<file path="src/rtl/cfu_cmd_driver_if.sv">
// ---------------------------------------------------------------------------
// cfu_cmd_driver_if
//
// The CFU command/response bus between an initiator and a CFU responder.
//
// Signals:
//   cmd_valid                initiator -> responder, command valid
//   cmd_ready                responder -> initiator, command accepted
//   cmd_payload_function_id  initiator -> responder, 10-bit function id
//   cmd_payload_inputs_0/1   initiator -> responder, 32-bit operands
//   rsp_valid                responder -> initiator, response valid
//   rsp_ready                initiator -> responder, response accepted
//   rsp_payload_outputs_0    responder -> initiator, 32-bit result
//
// Modports: master = initiator (the command driver), slave = responder.
// ---------------------------------------------------------------------------
interface cfu_cmd_driver_if;
  logic        cmd_valid;
  logic        cmd_ready;
  logic [9:0]  cmd_payload_function_id;
  logic [31:0] cmd_payload_inputs_0;
  logic [31:0] cmd_payload_inputs_1;
  logic        rsp_valid;
  logic        rsp_ready;
  logic [31:0] rsp_payload_outputs_0;

  modport master (
    output cmd_valid,
    output cmd_payload_function_id,
    output cmd_payload_inputs_0,
    output cmd_payload_inputs_1,
    output rsp_ready,
    input  cmd_ready,
    input  rsp_valid,
    input  rsp_payload_outputs_0
  );

  modport slave (
    input  cmd_valid,
    input  cmd_payload_function_id,
    input  cmd_payload_inputs_0,
    input  cmd_payload_inputs_1,
    input  rsp_ready,
    output cmd_ready,
    output rsp_valid,
    output rsp_payload_outputs_0
  );
endinterface

</file>
<file path="src/rtl/cfu_cmd_driver.sv">
// ---------------------------------------------------------------------------
// cfu_cmd_driver
//
// Initiator end of the CFU command/response bus. Takes a job (function id +
// operand count), pulls one operand pair per command from the operand
// stream, issues the command, waits for its response and forwards the
// response to the result stream (or drops it when the job asks to discard).
// Exactly one command is outstanding at a time, so results come back in
// issue order.
//
// Ports:
//   clk, reset           clock (rising edge), asynchronous active-low reset
//   job_*                job request: valid/ready, funct, count, discard
//   op_*                 operand stream: valid/ready, data0/data1
//   cfu                  CFU bus (master side)
//   res_*                result stream: valid/ready, data, last
//   busy                 job in progress (state != IDLE)
//   done                 one-cycle pulse at job end (normal or aborted)
//   err                  sticky response-timeout flag, cleared by next job
//
// Every ready/valid is decoded from the state register alone, so no input
// reaches a handshake output combinationally.
// ---------------------------------------------------------------------------
module cfu_cmd_driver #(
  parameter int COUNT_W = 16,
  parameter int TIMEOUT = 255
) (
  input  logic               clk,
  input  logic               reset,

  input  logic               job_valid,
  output logic               job_ready,
  input  logic [9:0]         job_funct,
  input  logic [COUNT_W-1:0] job_count,
  input  logic               job_discard,

  input  logic               op_valid,
  output logic               op_ready,
  input  logic [31:0]        op_data0,
  input  logic [31:0]        op_data1,

  cfu_cmd_driver_if.master   cfu,

  output logic               res_valid,
  input  logic               res_ready,
  output logic [31:0]        res_data,
  output logic               res_last,

  output logic               busy,
  output logic               done,
  output logic               err
);

  // Wide enough for any TIMEOUT in 1..2^16-1.
  localparam int TIMER_W = 16;

  typedef enum logic [2:0] {
    IDLE,
    FETCH,
    ISSUE,
    WAIT_RSP,
    DELIVER
  } state_t;

  state_t               state_reg,    state_next;
  logic [9:0]           funct_reg,    funct_next;
  logic [COUNT_W-1:0]   remain_reg,   remain_next;
  logic                 discard_reg,  discard_next;
  logic [31:0]          in0_reg,      in0_next;
  logic [31:0]          in1_reg,      in1_next;
  logic [31:0]          res_data_reg, res_data_next;
  logic                 res_last_reg, res_last_next;
  logic                 done_reg,     done_next;
  logic                 err_reg,      err_next;
  logic [TIMER_W-1:0]   timer_reg,    timer_next;

  // -------------------------------------------------------------------------
  // State and datapath registers
  // -------------------------------------------------------------------------
  always_ff @(posedge clk or negedge reset) begin
    if (!reset) begin
      state_reg    <= IDLE;
      funct_reg    <= '0;
      remain_reg   <= '0;
      discard_reg  <= 1'b0;
      in0_reg      <= '0;
      in1_reg      <= '0;
      res_data_reg <= '0;
      res_last_reg <= 1'b0;
      done_reg     <= 1'b0;
      err_reg      <= 1'b0;
      timer_reg    <= '0;
    end else begin
      state_reg    <= state_next;
      funct_reg    <= funct_next;
      remain_reg   <= remain_next;
      discard_reg  <= discard_next;
      in0_reg      <= in0_next;
      in1_reg      <= in1_next;
      res_data_reg <= res_data_next;
      res_last_reg <= res_last_next;
      done_reg     <= done_next;
      err_reg      <= err_next;
      timer_reg    <= timer_next;
    end
  end

  // -------------------------------------------------------------------------
  // Next-state and datapath update
  // -------------------------------------------------------------------------
  always_comb begin
    state_next    = state_reg;
    funct_next    = funct_reg;
    remain_next   = remain_reg;
    discard_next  = discard_reg;
    in0_next      = in0_reg;
    in1_next      = in1_reg;
    res_data_next = res_data_reg;
    res_last_next = res_last_reg;
    done_next     = 1'b0;
    err_next      = err_reg;
    timer_next    = timer_reg;

    case (state_reg)
      IDLE: begin
        // Responses arriving here are strays (e.g. late after a timeout);
        // rsp_ready is high so they are drained and dropped.
        if (job_valid) begin
          funct_next   = job_funct;
          remain_next  = job_count;
          discard_next = job_discard;
          err_next     = 1'b0;
          if (job_count == '0) begin
            done_next = 1'b1;
          end else begin
            state_next = FETCH;
          end
        end
      end

      FETCH: begin
        if (op_valid) begin
          in0_next   = op_data0;
          in1_next   = op_data1;
          state_next = ISSUE;
        end
      end

      ISSUE: begin
        if (cfu.cmd_ready) begin
          timer_next = '0;
          state_next = WAIT_RSP;
        end
      end

      WAIT_RSP: begin
        if (cfu.rsp_valid) begin
          res_data_next = cfu.rsp_payload_outputs_0;
          remain_next   = remain_reg - COUNT_W'(1);
          res_last_next = (remain_reg == COUNT_W'(1));
          if (!discard_reg) begin
            state_next = DELIVER;
          end else if (remain_reg == COUNT_W'(1)) begin
            done_next  = 1'b1;
            state_next = IDLE;
          end else begin
            state_next = FETCH;
          end
        end else if (timer_reg == TIMER_W'(TIMEOUT - 1)) begin
          // The TIMEOUT-th silent cycle: abandon the job. Operands not yet
          // pulled stay in the upstream stream.
          err_next   = 1'b1;
          done_next  = 1'b1;
          state_next = IDLE;
        end else begin
          timer_next = timer_reg + TIMER_W'(1);
        end
      end

      DELIVER: begin
        if (res_ready) begin
          if (res_last_reg) begin
            done_next  = 1'b1;
            state_next = IDLE;
          end else begin
            state_next = FETCH;
          end
        end
      end

      default: begin
        state_next = IDLE;
      end
    endcase
  end

  // -------------------------------------------------------------------------
  // Outputs: state decodes and register copies only
  // -------------------------------------------------------------------------
  assign job_ready = (state_reg == IDLE);
  assign op_ready  = (state_reg == FETCH);
  assign res_valid = (state_reg == DELIVER);
  assign busy      = (state_reg != IDLE);
  assign done      = done_reg;
  assign err       = err_reg;
  assign res_data  = res_data_reg;
  assign res_last  = res_last_reg;

  assign cfu.cmd_valid               = (state_reg == ISSUE);
  assign cfu.rsp_ready               = (state_reg == IDLE) || (state_reg == WAIT_RSP);
  assign cfu.cmd_payload_function_id = funct_reg;
  assign cfu.cmd_payload_inputs_0    = in0_reg;
  assign cfu.cmd_payload_inputs_1    = in1_reg;

endmodule

</file>
<file path="src/flat_wrapper.sv">
// flat-port wrapper written by rule: the top's interface ports become plain ports
module cfu_cmd_driver_flat 
#(
  parameter int COUNT_W = 16,
  parameter int TIMEOUT = 255
)
  (clk, reset, job_valid, job_ready, job_funct, job_count, job_discard, op_valid, op_ready, op_data0, op_data1, res_valid, res_ready, res_data, res_last, busy, done, err, cfu_cmd_valid, cfu_cmd_payload_function_id, cfu_cmd_payload_inputs_0, cfu_cmd_payload_inputs_1, cfu_rsp_ready, cfu_cmd_ready, cfu_rsp_valid, cfu_rsp_payload_outputs_0);
  cfu_cmd_driver_if cfu_i ();
  input  logic clk;
  input  logic reset;
  input  logic job_valid;
  output logic job_ready;
  input  logic [9:0] job_funct;
  input  logic [COUNT_W-1:0] job_count;
  input  logic job_discard;
  input  logic op_valid;
  output logic op_ready;
  input  logic [31:0] op_data0;
  input  logic [31:0] op_data1;
  output logic res_valid;
  input  logic res_ready;
  output logic [31:0] res_data;
  output logic res_last;
  output logic busy;
  output logic done;
  output logic err;
  output wire logic [$bits(cfu_i.cmd_valid)-1:0] cfu_cmd_valid;
  output wire logic [$bits(cfu_i.cmd_payload_function_id)-1:0] cfu_cmd_payload_function_id;
  output wire logic [$bits(cfu_i.cmd_payload_inputs_0)-1:0] cfu_cmd_payload_inputs_0;
  output wire logic [$bits(cfu_i.cmd_payload_inputs_1)-1:0] cfu_cmd_payload_inputs_1;
  output wire logic [$bits(cfu_i.rsp_ready)-1:0] cfu_rsp_ready;
  input wire logic [$bits(cfu_i.cmd_ready)-1:0] cfu_cmd_ready;
  input wire logic [$bits(cfu_i.rsp_valid)-1:0] cfu_rsp_valid;
  input wire logic [$bits(cfu_i.rsp_payload_outputs_0)-1:0] cfu_rsp_payload_outputs_0;
  assign cfu_cmd_valid = cfu_i.cmd_valid;
  assign cfu_cmd_payload_function_id = cfu_i.cmd_payload_function_id;
  assign cfu_cmd_payload_inputs_0 = cfu_i.cmd_payload_inputs_0;
  assign cfu_cmd_payload_inputs_1 = cfu_i.cmd_payload_inputs_1;
  assign cfu_rsp_ready = cfu_i.rsp_ready;
  assign cfu_i.cmd_ready = cfu_cmd_ready;
  assign cfu_i.rsp_valid = cfu_rsp_valid;
  assign cfu_i.rsp_payload_outputs_0 = cfu_rsp_payload_outputs_0;
  cfu_cmd_driver #(.COUNT_W(COUNT_W), .TIMEOUT(TIMEOUT)) u_core (.clk(clk), .reset(reset), .job_valid(job_valid), .job_ready(job_ready), .job_funct(job_funct), .job_count(job_count), .job_discard(job_discard), .op_valid(op_valid), .op_ready(op_ready), .op_data0(op_data0), .op_data1(op_data1), .cfu(cfu_i), .res_valid(res_valid), .res_ready(res_ready), .res_data(res_data), .res_last(res_last), .busy(busy), .done(done), .err(err));
endmodule
</file>
<file path="config.mk">
export PLATFORM = sky130hd
export DESIGN_NAME = cfu_cmd_driver_flat
export DESIGN_NICKNAME = d
export VERILOG_FILES = /design/src/rtl/cfu_cmd_driver_if.sv /design/src/rtl/cfu_cmd_driver.sv /design/src/flat_wrapper.sv
export SDC_FILE = /design/constraint.sdc
export NUM_CORES = 1
export LEC_CHECK = 0
export ABC_AREA = 1
export BUFFER_PORTS_ARGS = -buffer_cell sky130_fd_sc_hd__buf_2
export CAP_MARGIN = 20
export CORE_MARGIN = 4
export CORE_UTILIZATION = 50
export DETAILED_ROUTE_END_ITERATION = 16
export GPL_TIMING_DRIVEN = 0
export PLACE_DENSITY_LB_ADDON = 0.2
export SYNTH_ARGS = -nofsm -noshare
export SYNTH_HDL_FRONTEND = slang
export SYNTH_SLANG_ARGS = --single-unit
</file>
<file path="constraint.sdc">
create_clock -name clk -period 1.8 [get_ports clk]
set_input_delay 0.18 -clock clk [delete_from_list [all_inputs] [get_ports clk]]
set_output_delay 0.18 -clock clk [all_outputs]
set_load 0.03 [all_outputs]
</file>
# Word level (Yosys, flattened, before mapping)
# Cells that the tools add are included.
[op_classes]
add_sub_neg = 2
n_eq_ne = 16
muxes = 31
reduce_logical = 13
[ops]
columns = ["op", "count"]
rows = [
  ["16-bit two-way mux", 5],
  ["16-bit case mux with 2 select lines", 2],
  ["3-bit two-way mux", 8],
  ["16-bit by 1-bit adder with 16-bit output (second input constant)", 1],
  ["16-bit by 1-bit equality test with 1-bit output (second input constant)", 1],
  ["16-bit by 8-bit equality test with 1-bit output (second input constant)", 1],
  ["16-bit zero test", 1],
  ["16-bit by 1-bit subtractor with 16-bit output (second input constant)", 1],
  ["3-bit case mux with 5 select lines", 1],
  ["1-bit two-way mux", 13],
  ["2-bit != test (second input constant)", 6],
  ["4-bit AND reduction", 2],
  ["3-bit by 2-bit equality test with 1-bit output (second input constant)", 2],
  ["2-bit by 1-bit != test with 1-bit output (second input constant)", 3],
  ["2-bit AND reduction", 3],
  ["6-bit AND reduction", 1],
  ["2-bit nonzero test", 2],
  ["3-bit by 1-bit equality test with 1-bit output (second input constant)", 1],
  ["3-bit equality test (second input constant)", 1],
  ["3-bit zero test", 1],
  ["3-bit by 2-bit != test with 1-bit output (second input constant)", 1],
  ["1-bit case mux with 3 select lines", 1],
  ["3-bit AND reduction", 1],
  ["3-bit nonzero test", 1],
  ["other kinds (2)", 2],
]
[word_totals]
reg_bits = 145

# Logic depth before layout (Yosys ltp)
[depth]
word_depth = 5
depth_mapped = 10
mapped_depth_nobuf = 10

# Worst setup path after synthesis
# No wires, ideal clock.
[synth_path]
kind = "register to register"
from = "register u_core.state_reg[2]"
to = "register u_core.timer_reg[13]"
setup_time_ns = 0.122
arrival_ns = 1.619
required_ns = 1.678
slack_ns = 0.060
path_stages_with_launch = 10
n_path_buf = 1
period_less_slack_ns = 1.740
path_cell_list = "dfrtp_1 > inv_2 > nand2_1 > nor2_1 > nand3_1 > inv_2 > a21oi_2 > buf_4 > nand2_1 > o21ai_1"
[synth_via]
elab_chain_cells = 3
word_cells_on_any_way = 8
[synth_rtl]
columns = ["item", "line_no", "rtl"]
rows = [
  ["start, declared", "cfu_cmd_driver.sv:65", "state_t state_reg, state_next;"],
  ["start signal, assigned", "cfu_cmd_driver.sv:94", "state_reg <= state_next;"],
  ["3-bit by 2-bit equality test with 1-bit output *", "-", ""],
  ["via cfu_cmd_valid", "flat_wrapper.sv:27", "output wire logic [$bits(cfu_i.cmd_valid)-1:0] cfu_cmd_valid;"],
  ["2-bit by 1-bit != test with 1-bit output (no source line) or 2-bit nonzero test (tied branches)", "-", ""],
  ["4-bit AND reduction (no source line)", "-", ""],
  ["end signal, assigned", "cfu_cmd_driver.sv:104", "timer_reg <= timer_next;"],
  ["end, declared", "cfu_cmd_driver.sv:75", "logic [TIMER_W-1:0] timer_reg, timer_next;"],
]
# Mark *: on every way through the listed nets, which the timed path passes. The rest lies on a longest branch.
# A chain may end at the register's enable or synchronous reset.

# Final worst setup path
[layout_path]
from = "register u_core.state_reg[0]"
to = "output port res_valid"
[layout_via]
elab_chain_cells = 1
[layout_rtl]
columns = ["item", "line_no", "rtl"]
rows = [
  ["3-bit equality test", "cfu_cmd_driver.sv:202", "assign res_valid = (state_reg == DELIVER);"],
  ["end, declared", "flat_wrapper.sv:20", "output logic res_valid;"],
]
# No other way between the ends.

==> results.md <==
- Sum Neg Setup Slack: 0 ps
- Clock root cell: clkbuf_16
- Io pins: 245
- DRC Markers: 0
- Top cells by count, synth: nand2_1 (262), dfrtp_1 (145), nor2_1 (77)
- Post-synth top area share: 51.8%
- Crit start category: flip-flop
- Final period util: a little over nine tenths
- Global placement routability congestion: a little over 0.9
- Synth async-reset ratio: 100%
- Mapped cell area: between 0.007 and 0.008 sq mm
- Worst-path clk slew: around 60 ps
- Sw Share: ~44%
- Comb pwr share: between 40 and 50%
- Count of cell types in the netlist: 31
- Worst R2R Setup Slack: around 110 ps
- Status: finished, final reports clean
- Seq pwr share: between 30% and 40%
- CTS H-tree lvls: 4
- Power Dens Cells: between 1500 and 2000 mW/mm^2
- Relative slew slack: between 50% and 60%
- Peak VDD IR: 1070 uV
- Worst setup EP type: primary output
- Worst Path Required: approximately 1600 ps
- Core Region: roughly 0.014 sq mm
- Portion of total power attributed to the clock network: 20.2%
- Routed wire per std cell: between 15 and 20 um
- CTS tree: yes
- Initial Utilization: ~52%
- Max clock buf depth: 2
- Hold Crit Start: op_data0[10]
- Die width: approximately 130 um
- R2R Path End: u_core.remain_reg[15]$_DFFE_PN0P_
- Mapped Cells: 740
- Total grt overflow: 0
- Peak Freq: roughly 590 MHz
- Max cap viols: 0
- Drt via density: a little over 5
- Final Setup Violations: 0
- Cell taking the most area after synthesis: dfrtp_1
- Area occupied by multi-input gates: between 0.002 and 0.003 sq mm
- Vias post-DR: between 6,000 and 7,000
- Slew Viols, Final: 0
- Largest net degree at the start of global routing: slightly above 80
- Internal Pwr Total: 10.5 mW
- Top-count cell post-synth: nand2_1
- Post-place setup slack: 124 ps
- Top FF cell, synth: dfrtp_1
- NumNets Final: ~1,200
- Fin Clk Skew: a little under 9 ps
- Setup ws final: 92.9 ps
- Die Y: ~130 um
- Critical path fanouts, max: 10
- Syn nets: about 870
- Post-synth EDFFs: 0
- Sequential fraction of the synthesis area: approximately 52%
- Kind of critical path: reg2out
- Die area: about 0.016 sq mm
- Clock latency on the worst-skew pair: 420 ps
- First-pass GRT wire length: between 30 and 40 mm
- Leakage power: around 5.4 nW
- Vias in the first global route: 6,862
- Clock sink count: ~150
- Syn Area/Cell: around 9.5 sq um
- Crit path from: u_core.state_reg[0]$_DFFE_PN0P_
- Depth of the worst register-to-register path: 8
- Sequential Area: ~0.0036 sq mm
- Antenna Nets Post-Route: 0
- Dpl hpwl: between 10 and 15 mm
- Worst hold path class: in2reg
- Fillcell total: 899
- Setup Fix Bufs, Post-CTS: 0
- First drt pass iteration count: 5
- Port Buffers: between 200 and 250
- RSZ-0062 raised after global routing: false
- Drt initial violations: roughly 420
- CP endpoint: res_valid
- YS warnings: 0
- Ranking of synthesized cells by area: dfrtp_1 (52%), nand2_1 (14%), mux2_4 (13%), nor2_1 (4.1%), nand3_1 (2.6%)
- Total global-route track usage: ~28%
- Final Hold Vio Count: 0
- Sw Pwr: approximately 8.1 mW
- TritonCTS buffer count: 17
- Area grow syn2layout: 44.9%
- Slew @ Worst Pin: between 600 and 700 ps
- Rows: 42
- Initial antenna violation count: 1
- Share of layout cells above drive strength 1: about a third
- Fin crit period: between 1500 and 2000 ps
- Worst EP arrival: around 1500 ps
- Seq cells post-synth: between 100 and 150
- Routed wire length: 22.3 mm
- Reg2Reg Launch Point: u_core.remain_reg[4]$_DFFE_PN0P_
[kinds of logic after synthesis]
group / Yosys count / share of synthesized area [%]
compound gates: 45 / 3.48
xor+xnor: 8 / 1.00
fa+ha+maj: 4 / 0.714
buf+inv: 71 / 5.91
flops: 145 / 51.8
mux: 64 / 13.5
simple gates: 403 / 23.6
[power groups by stage]
stage / logic (mW) / clock network [mW] / registers (mW)
2_1_floorplan: 3.96 / 0 / 7.84
3_3_place_gp: 8.66 / 0 / 5.51
3_5_place_dp: 8.80 / 0 / 5.53
4_1_cts: 9.01 / 3.76 / 5.54
5_1_grt: 9.73 / 3.92 / 5.80
6_report: 9.14 / 3.75 / 5.64
[per-stage QoR]
stage / cell area, sq um / utilization (%) / cells / hold WS, ps / total power, mW
2_1_floorplan: 7010 / - / 740 / -116 / 11.8
3_3_place_gp: 8450 / 62.6 / 1160 / 372 / 14.2
3_5_place_dp: 8480 / 62.8 / 1161 / 224 / 14.3
4_1_cts: 10100 / 74.9 / 1292 / 1.01 / 18.3
5_1_grt: 10100 / 75.2 / 1295 / 6.19 / 19.5
6_report: 10200 / 75.2 / 1296 / 10.1 / 18.5
[critical path, cell delays in order (launching register included)]
cell,delay [ps]
dfrtp_1,360
clkbuf_8,160
inv_2,60
nand2_2,70
nor2_1,200
buf_2,240
[layout by cell type, fill, tap and decap left out, types with 2 or more instances in the layout]
cell type	count
nor2_2	3
mux2_2	4
o21ai_1	14
o211ai_1	2
clkbuf_8	3
nand2_1	262
a31oi_1	2
buf_4	3
diode_2	2
buf_6	3
nor2_1	77
mux2_4	60
dlygate4sd3_1	103
xor2_1	8
nand2_2	5
buf_2	257
inv_6	2
clkinv_2	4
nand4_1	11
dfrtp_1	144
ha_1	4
nand3_1	36
clkbuf_16	17
inv_1	36
nand3b_1	4
buf_12	6
a21oi_1	3
o21ai_0	20
bufinv_16	4
inv_2	8
o21bai_1	3
[worst min path at each step]
stage               depth (start not counted)                                           endpoint
finish                                      2    u_core.cfu.cmd_payload_inputs_0[10]$_DFFE_PN0P_
global route                                2    u_core.cfu.cmd_payload_inputs_0[22]$_DFFE_PN0P_
CTS                                         2    u_core.cfu.cmd_payload_inputs_1[17]$_DFFE_PN0P_
detailed placement                          1    u_core.cfu.cmd_payload_inputs_1[31]$_DFFE_PN0P_
global placement                            3                     u_core.res_data[8]$_DFFE_PN0P_
floorplan                                   0  u_core.cfu.cmd_payload_function_id[0]$_DFFE_PN0P_
[per-layer routing]
layer  GRT usage, %  wire length [um]  vias up
met2           47.2             11200      301
met1           32.0              8560     3186
li1               -                 -     3101
met4           12.7               990        0
met5              0                 0        -
met3           7.61              1580       66
[layout make-up]
type,instances,area share [%]
sequential,145,35.8
multi-input combinational,524,29.3
timing repair buffer,348,22.5
clock buffer,20,4.50
buffer,26,2.45
tap,176,2.17
inverter,45,1.69
clock inverter,10,1.55
antenna,2,0.0493
[what timing repair did]
item | in CTS | in global routing
resized for setup | 3 | 3
hold endpoints to repair | 164 | 2
setup endpoints to repair | 1 | 13
hold buffers | 101 | 2
(Power assumes the default switching activity.)
